===== src/rtl/memory_stage.sv =====
// rtl/memory_stage.sv - MEM stage: load/store sequencing on a req/gnt/rvalid data bus.
// Types shared with the pipeline live in memory_stage_pkg ahead of the module.
package memory_stage_pkg;
  localparam int XLEN = 32;

  typedef enum logic [4:0] {
    UNKNOWN, ADD, SUB, AND_OP, OR_OP, XOR_OP,
    LB, LH, LW, LBU, LHU, SB, SH, SW
  } operation_e;

  typedef operation_e op_e;

  typedef struct packed {
    logic [4:0]      addr;
    logic [XLEN-1:0] data;
    logic            valid;
  } rd_port_t;
endpackage

module memory_stage
  import memory_stage_pkg::*;
#(
  parameter int TIMEOUT_CYCLES = 64
) (
  input  logic            clk_i,
  input  logic            rstn_i,
  input  logic            flush_i,
  input  logic [XLEN-1:0] pcM_i,
  input  logic [XLEN-1:0] instrM_i,
  input  op_e             operationM_i,
  input  rd_port_t        rdM_port_i,
  input  logic            memM_wrt_ena_i,
  input  logic [XLEN-1:0] memM_addr_i,
  input  logic [XLEN-1:0] memM_wrt_data_i,
  output logic            dmem_req_o,
  output logic            dmem_we_o,
  output logic [3:0]      dmem_be_o,
  output logic [XLEN-1:0] dmem_addr_o,
  output logic [XLEN-1:0] dmem_wdata_o,
  input  logic            dmem_gnt_i,
  input  logic            dmem_rvalid_i,
  input  logic [XLEN-1:0] dmem_rdata_i,
  output logic [XLEN-1:0] pcM_o,
  output logic [XLEN-1:0] instrM_o,
  output op_e             operationM_o,
  output rd_port_t        rdM_port_o,
  output logic            stallM_o,
  output logic            misalign_o,
  output logic            bus_err_o
);

  localparam int CW = $clog2(TIMEOUT_CYCLES + 1);

  typedef enum logic [1:0] {IDLE, REQ, RESP} state_e;

  state_e          state_q;
  logic [CW-1:0]   cnt_q, cnt_d;
  logic            req_q, we_q;
  logic [3:0]      be_q;
  logic [XLEN-1:0] addr_q, wdata_q;
  op_e             cap_op_q;
  logic [XLEN-1:0] cap_pc_q, cap_instr_q;
  logic [4:0]      cap_rd_q;
  logic [1:0]      off_q;
  logic [XLEN-1:0] pc_q, instr_q;
  op_e             op_q;
  rd_port_t        rd_q;
  logic            misalign_q, bus_err_q;

  logic            is_load, is_store, access, misaligned, cap_is_load, timeout;
  logic [1:0]      off;
  logic [3:0]      be_d;
  logic [XLEN-1:0] wdata_d, ld_data;
  logic [7:0]      ld_byte;
  logic [15:0]     ld_half;

  always_comb begin
    off      = memM_addr_i[1:0];
    is_load  = operationM_i inside {LB, LH, LW, LBU, LHU};
    is_store = operationM_i inside {SB, SH, SW};
    access   = !flush_i && ((is_load && rdM_port_i.valid) || (is_store && memM_wrt_ena_i));

    misaligned = 1'b0;
    be_d       = 4'b1111;
    wdata_d    = memM_wrt_data_i;
    case (operationM_i)
      LB, LBU, SB: begin
        be_d    = 4'b0001 << off;
        wdata_d = {4{memM_wrt_data_i[7:0]}};
      end
      LH, LHU, SH: begin
        misaligned = off[0];
        be_d       = 4'b0011 << off;
        wdata_d    = {2{memM_wrt_data_i[15:0]}};
      end
      LW, SW:  misaligned = (off != 2'b00);
      default: misaligned = 1'b0;
    endcase
  end

  always_comb begin
    ld_byte     = dmem_rdata_i[{off_q, 3'b000} +: 8];
    ld_half     = off_q[1] ? dmem_rdata_i[31:16] : dmem_rdata_i[15:0];
    cap_is_load = cap_op_q inside {LB, LH, LW, LBU, LHU};
    case (cap_op_q)
      LB:      ld_data = {{24{ld_byte[7]}}, ld_byte};
      LBU:     ld_data = {24'h0, ld_byte};
      LH:      ld_data = {{16{ld_half[15]}}, ld_half};
      LHU:     ld_data = {16'h0, ld_half};
      default: ld_data = dmem_rdata_i;
    endcase
  end

  always_comb begin
    cnt_d    = cnt_q + CW'(1);
    timeout  = (cnt_d == CW'(TIMEOUT_CYCLES));
    stallM_o = ((state_q == IDLE) && access && !misaligned) || (state_q == REQ) ||
               ((state_q == RESP) && !dmem_rvalid_i);
  end

  always_ff @(posedge clk_i or negedge rstn_i) begin
    if (!rstn_i) begin
      state_q     <= IDLE;
      cnt_q       <= '0;
      req_q       <= 1'b0;
      we_q        <= 1'b0;
      be_q        <= '0;
      addr_q      <= '0;
      wdata_q     <= '0;
      cap_op_q    <= UNKNOWN;
      cap_pc_q    <= '0;
      cap_instr_q <= '0;
      cap_rd_q    <= '0;
      off_q       <= '0;
      pc_q        <= '0;
      instr_q     <= '0;
      op_q        <= UNKNOWN;
      rd_q        <= '0;
      misalign_q  <= 1'b0;
      bus_err_q   <= 1'b0;
    end else begin
      misalign_q <= 1'b0;
      bus_err_q  <= 1'b0;
      pc_q       <= pcM_i;
      instr_q    <= instrM_i;
      op_q       <= operationM_i;
      rd_q       <= '{addr: rdM_port_i.addr, data: rdM_port_i.data, valid: 1'b0};
      case (state_q)
        IDLE: begin
          if (access && misaligned) begin
            misalign_q <= 1'b1;
          end else if (access) begin
            state_q     <= REQ;
            cnt_q       <= '0;
            cap_op_q    <= operationM_i;
            cap_pc_q    <= pcM_i;
            cap_instr_q <= instrM_i;
            cap_rd_q    <= rdM_port_i.addr;
            off_q       <= off;
            req_q       <= 1'b1;
            we_q        <= is_store;
            be_q        <= be_d;
            addr_q      <= {memM_addr_i[XLEN-1:2], 2'b00};
            wdata_q     <= wdata_d;
          end else begin
            rd_q.valid <= rdM_port_i.valid && !flush_i;
          end
        end
        REQ, RESP: begin
          cnt_q <= cnt_d;
          // Completion beats a timeout that lands on the same cycle.
          if ((state_q == RESP) && dmem_rvalid_i) begin
            state_q <= IDLE;
            we_q    <= 1'b0;
            be_q    <= '0;
            addr_q  <= '0;
            wdata_q <= '0;
            pc_q    <= cap_pc_q;
            instr_q <= cap_instr_q;
            op_q    <= cap_op_q;
            rd_q    <= '{addr: cap_rd_q, data: cap_is_load ? ld_data : '0, valid: cap_is_load};
          end else if (timeout) begin
            state_q   <= IDLE;
            req_q     <= 1'b0;
            we_q      <= 1'b0;
            be_q      <= '0;
            addr_q    <= '0;
            wdata_q   <= '0;
            bus_err_q <= 1'b1;
          end else if ((state_q == REQ) && dmem_gnt_i) begin
            state_q <= RESP;
            req_q   <= 1'b0;
          end
        end
        default: state_q <= IDLE;
      endcase
    end
  end

  assert property (@(posedge clk_i) disable iff (!rstn_i)
    (state_q != IDLE) |-> !(rdM_port_i.valid || memM_wrt_ena_i));

  assign dmem_req_o   = req_q;
  assign dmem_we_o    = we_q;
  assign dmem_be_o    = be_q;
  assign dmem_addr_o  = addr_q;
  assign dmem_wdata_o = wdata_q;
  assign pcM_o        = pc_q;
  assign instrM_o     = instr_q;
  assign operationM_o = op_q;
  assign rdM_port_o   = rd_q;
  assign misalign_o   = misalign_q;
  assign bus_err_o    = bus_err_q;

endmodule


===== config.mk =====
export PLATFORM = sky130hd
export DESIGN_NAME = memory_stage
export DESIGN_NICKNAME = d
export VERILOG_FILES = /design/src/rtl/memory_stage.sv
export SDC_FILE = /design/constraint.sdc
export NUM_CORES = 1
export LEC_CHECK = 0
export ABC_AREA = 0
export CAP_MARGIN = 20
export CORE_ASPECT_RATIO = 1.5
export CORE_MARGIN = 3
export CORE_UTILIZATION = 30
export CTS_BUF_LIST = sky130_fd_sc_hd__clkbuf_8
export CTS_CLUSTER_DIAMETER = 80
export DETAILED_ROUTE_END_ITERATION = 10
export PLACE_DENSITY = 0.66
export SLEW_MARGIN = 40
export SYNTH_ARGS = -nofsm -noshare
export SYNTH_HDL_FRONTEND = slang
export SYNTH_SLANG_ARGS = --single-unit

===== constraint.sdc =====
create_clock -name clk_i -period 4.4 [get_ports clk_i]
set_input_delay 0.88 -clock clk_i [delete_from_list [all_inputs] [get_ports clk_i]]
set_output_delay 0.88 -clock clk_i [all_outputs]
set_load 0.02 [all_outputs]

; ---- Word level (Yosys, flattened, before mapping)
; Cells that the tools add are included.
[totals]
word_cells = 133
inputBits = 209
register_bits = 264
output_inout_bits = 180
[classes]
reduce_logical = 31
shift = 3
muxes = 55
bitwise_logic = 1
eq_ne = 22
n_addsub = 1
[ops]
columns = cell, count
row1 = $mux W32, 11
row2 = $pmux W32 S2, 3
row3 = $pmux W32 S4, 1
row4 = $eq A5 B4 Y1 const B, 9
row5 = $mux W38, 1
row6 = $mux W37, 1
row7 = $shiftx A32 B6 Y8, 1
row8 = $eq A5 B3 Y1 const B, 4
row9 = $mux W1, 16
row10 = $mux W16, 1
row11 = $mux W4, 4
row12 = $pmux W4 S2, 2
row13 = $mux W7, 2
row14 = $pmux W7 S2, 1
row15 = $logic_and A1 B1 Y1, 10
row16 = $mux W2, 5
row17 = $mux W5, 2
row18 = $reduce_bool A5 Y1, 2
row19 = $reduce_and A3 Y1, 3
row20 = $pmux W1 S2, 4
row21 = $add A7 B1 Y7 const B, 1
row22 = $eq A7 B7 Y1 const B, 1
row23 = $ne A2 B2 Y1 const B, 3
row24 = $ne A3 B3 Y1 const B, 2
row25 = 16 further kinds, 23

; ---- Longest topological paths before layout
[logic_depth]
word_depth = 9
ltp_mapped = 10
depth_no_buf = 7

; ---- Worst setup path before layout
; OpenSTA, ideal clock, no wires.
[synth_timing]
path_kind = in2out
startpoint = input operationM_i[4] (netlist bit)
endpoint = output stallM_o
required_time_ns = 3.520
stages = 7
slack_ns = 0.960
path_buffers = 3
arrival_time_ns = 2.560
path_cell_list = clkbuf_1 or4b_1 a2bb2oi_1 and3_1 buf_2 buf_2 a211o_1
[synth_between]
elab_chain_len = 9
word_cells_on_any_way = 22
classes_between = 8 x eq/ne / 1 x mux / 13 x reduce/logical
[synth_rtl]
columns = element, line_no
row1 = start: declaration, 30  ; input op_e operationM_i,
row2 = $eq A5 B3 Y1 (tied with other cells), 79  ; is_load = operationM_i inside {LB, LH, LW, LBU, LHU};
row3 = $reduce_bool A5 Y1 or $reduce_bool A3 Y1 (tied branches), "79, 80"
row4 = $logic_and A1 B1 Y1, 81  ; access = !flush_i && ((is_load && rdM_port_i.valid) || (is_store && memM_wrt_ena_i));
row5 = $logic_or A1 B1 Y1, 81
row6 = $logic_and A1 B1 Y1, 81
row7 = $logic_and A1 B1 Y1, 117  ; stallM_o = ((state_q == IDLE) && access && !misaligned) || (state_q == REQ) ||
row8 = $logic_and A1 B1 Y1 *, 117
row9 = $logic_or A1 B1 Y1 * (2 in series), 117
row10 = end: declaration, 47  ; output logic stallM_o,
; Every way passes the cells marked *; elsewhere a longest branch is shown, timed or not.

; ---- Worst setup path after layout
[layout_timing]
startpoint = input operationM_i[3] (netlist bit)
endpoint = output stallM_o
; The elaborated chain is that of the path after synthesis.

==> impl_metrics.yaml <==
sta:
  min_period_ns: 4.22
  slew_violations: 0
  slew_headroom_pct: 49.5
  tns_ns: 0
  fin_crit_sh_pct: 96.0
  finalSetupViolations: 0
  tightest_slew_ns: 0.757
  rsz0062_at_grt: "no"
  fin_skew_ns: 0.0280
  hold_viol: 0
  clock.fmax_mhz: 237
finish:
  n_fill_cell: 3275
  nets: 1434
  drive_gt1_share_pct: 21.8
  regArea_mm2: 0.00656
  utilization_pct: 45.6
  multi_input_area_mm2: 0.00418
  layout-area-overhead-vs-synth_pct: 49.4
critical_path:
  worst-r2r-cell-count: 8
  crit_top_cell: "clkdlybuf4s50_1"
  path_buf_inv: 3
  critPathKind: "primary input to primary output"
  crit_cells: 8
  crit_slowest_cell: "clkdlybuf4s50_1"
  worstPathArrival_ns: 3.34
  cp_slowest_stage_delay_ns: 0.63
  crit_path_start_kind: "primary input"
  cp.required_ns: 3.52
  critPathMaxFanout: 10
  crit_family: "buffers and inverters"
  path_cells: "clkdlybuf4s50_1, buf_4, nand2b_1, o2bb2ai_1, a2bb2oi_1, and3_4, a211o_1, clkdlybuf4s50_1"
  end_kind: "primary output"
power_and_ir_drop:
  sw_frac_of_total_pct: 33.0
  vdd_drop_max_v: 0.000294
  p_int_uw: 6150
  seqPwrFrac_pct: 39.3
  power_switching_uw: 3030
  comb_power_share_pct: 35.8
  finalPower_uw: 9190
  pwr_density_cell_mw_per_mm2: 558
  power_frac_clock_pct: 24.9
  leakage_uw: 0.00694
global_routing:
  grt_pass1_vias: 9145
  antenna_found_initial: 3
  grt_pass1_wl_mm: 53.3
  grt-ovfl-total: 0
  grt_use_total_pct: 17.5
  grt_max_degree: 98
clock_network:
  clockRootBuffer: "clkbuf_8"
  htreeDepth: 2
  cts_made_buffers: 44
  clk_pin_slew_ns: 0.06
  clockBufferDepth: 3
  hold_buffers: 0
  post_cts_buffers: 0
  cts_sinks: 262
  post_cts_resize_count: 0
  cts_tree: "yes"
  clkLatencyLatePin_ns: 0.56
floorplan:
  rows: 85
  die_area_mm2: 0.0391
  ios: 389
  dieWidth_um: 162
  initial_core_util_pct: 30.5
  core_area_mm2: 0.0361
  dieHeight_um: 241
yosys:
  synth_common_cells: "dfrtp_1 (262), mux2_2 (165), a22o_1 (42)"
  yosys-top-cells-area: "dfrtp_1 (60%), mux2_2 (17%), a22o_1 (3.3%)"
  synth_fa_ha_area_share_pct: 0.659
  ys_ff_latch: 262
  synth_mux_area_share_pct: 18.5
  synth_most_common_cell: "dfrtp_1"
  synth_compound_area_share_pct: 13.2
  syn_avg_cell_area_um2: 13.5
  synth_simple_gate_area_share_pct: 4.94
  synth_area_mm2: 0.0110
  synth-edff-count: 0
  synth-main-ff-cell: "dfrtp_1"
  post_synth_num_cell_types: 54
  ys_seq_area_share_pct: 59.6
  synth_top_family_by_area: "multiplexers"
  postSynth.asyncResetShare_pct: 100
  synth_xor_area_share_pct: 0.0796
  yosys_warnings: 0
  yosysTopAreaCellShare_pct: 59.6
  synth_largest_area_cell: "dfrtp_1"
  syn-instance-count: 817
route:
  vias_per_cell: 4.87
  wl_per_cell_um: 20.1
  first_iter_violations: 407
  drc: 0
  wl_mm: 34.9
  first_pass_iters: 5
  detail-route-antenna-nets: 0
  dr_total_vias: 8449
hold_path:
  hold_path.class: "primary input to async pin"
place:
  port-buffer-count: 386
  globalplace.congestion: 0.846
  dp_hpwl_mm: 25.0
run:
  maxCapViolations: 0
run_status:
  outcome: "finished clean"
## power groups by stage
stage	Sequential [uW]	Combinational [uW]	Clock, uW
global route	3710	3520	2490
floorplan	4030	1360	0
finish	3610	3280	2290
global placement	3620	3250	0
detailed placement	3650	3300	0
CTS	3620	3320	2400
## layer usage
layer | part of all wire, % | GRT usage, % | up-vias
met5 | 0 | 0 | -
met2 | 53 | 31.5 | 290
li1 | - | - | 3819
met3 | 6.4 | 4.43 | 74
met4 | 3.6 | 7.24 | 0
met1 | 37 | 19.6 | 4266
## cell usage in the layout (no fill, tap or decap), drive strengths merged, types with 7 or more instances in the layout
cell type        n
a31oi           10
o21a             8
a21oi           12
nand2           39
clkbuf          57
a22o            42
a221o           17
dfrtp          262
a222oi           8
clkdlybuf4s50  385
o2bb2ai         27
nor2b           14
o21ai           39
nor2            17
mux2           165
mux2i           18
clkinv          10
nor3             7
nand3            7
inv             22
a21o             9
buf             26
## kinds of logic (layout without fill, tap and decap cells)
logic type / after synthesis / count (layout)
AND/OR/NAND/NOR: 107 / 107
XOR/XNOR: 1 / 1
adder cells (fa/ha/maj): 6 / 6
multiplexers: 183 / 183
flip-flops: 262 / 262
buffers and inverters: 68 / 502
other: 1 / 6
AO/OA/AOI/OAI: 189 / 189
## path summary, 6_finish.rpt
| check | from | end | slack (ns) |
|---|---|---|---|
| worst max-delay path | operationM_i[3] | stallM_o | 0.18 |
| worst max register to register | state_q[0] | rdM_port_o[5] | 1.70 |
| min in group clk_i | dmem_wdata_o[11] | dmem_wdata_o[11] | 0.49 |
| max in group asynchronous | rstn_i | rdM_port_o[19] | 3.13 |
| worst min-delay path | rstn_i | dmem_wdata_o[27] | 0.16 |
| worst min register to register | dmem_wdata_o[11] | dmem_wdata_o[11] | 0.49 |
## registers in the layout (all words and copies together) (netlist names)
name          count
operationM_o      5
cap_rd_q          5
misalign_o        1
state_q           2
instrM_o         32
dmem_req_o        1
pcM_o            32
dmem_wdata_o     32
cap_instr_q      32
dmem_be_o         4
cap_op_q          5
dmem_addr_o      30
cap_pc_q         32
dmem_we_o         1
bus_err_o         1
cnt_q             7
off_q             2
rdM_port_o       38
## stage by stage
step	std cells	instance area [um2]	hold slack, ns	setup WS, ns
after global placement	1651	15500	0.472	0.273
after detailed placement	1651	15500	0.473	0.199
after floorplan	818	11000	0.466	0.960
after global routing	1733	16400	0.111	0.0155
final	1734	16400	0.157	0.175
after CTS	1729	16400	0.342	0.181
## layout make-up
class,instances,share of cell area [%]
inverters,13,0.297
well taps,478,3.64
flip-flops and latches,262,39.9
multi-input cells,488,25.4
repair buffers,411,25.1
clock buffers,57,4.77
diodes,4,0.0609
clock inverters,21,0.905
No activity file was read; power rests on OpenSTA's default activity.
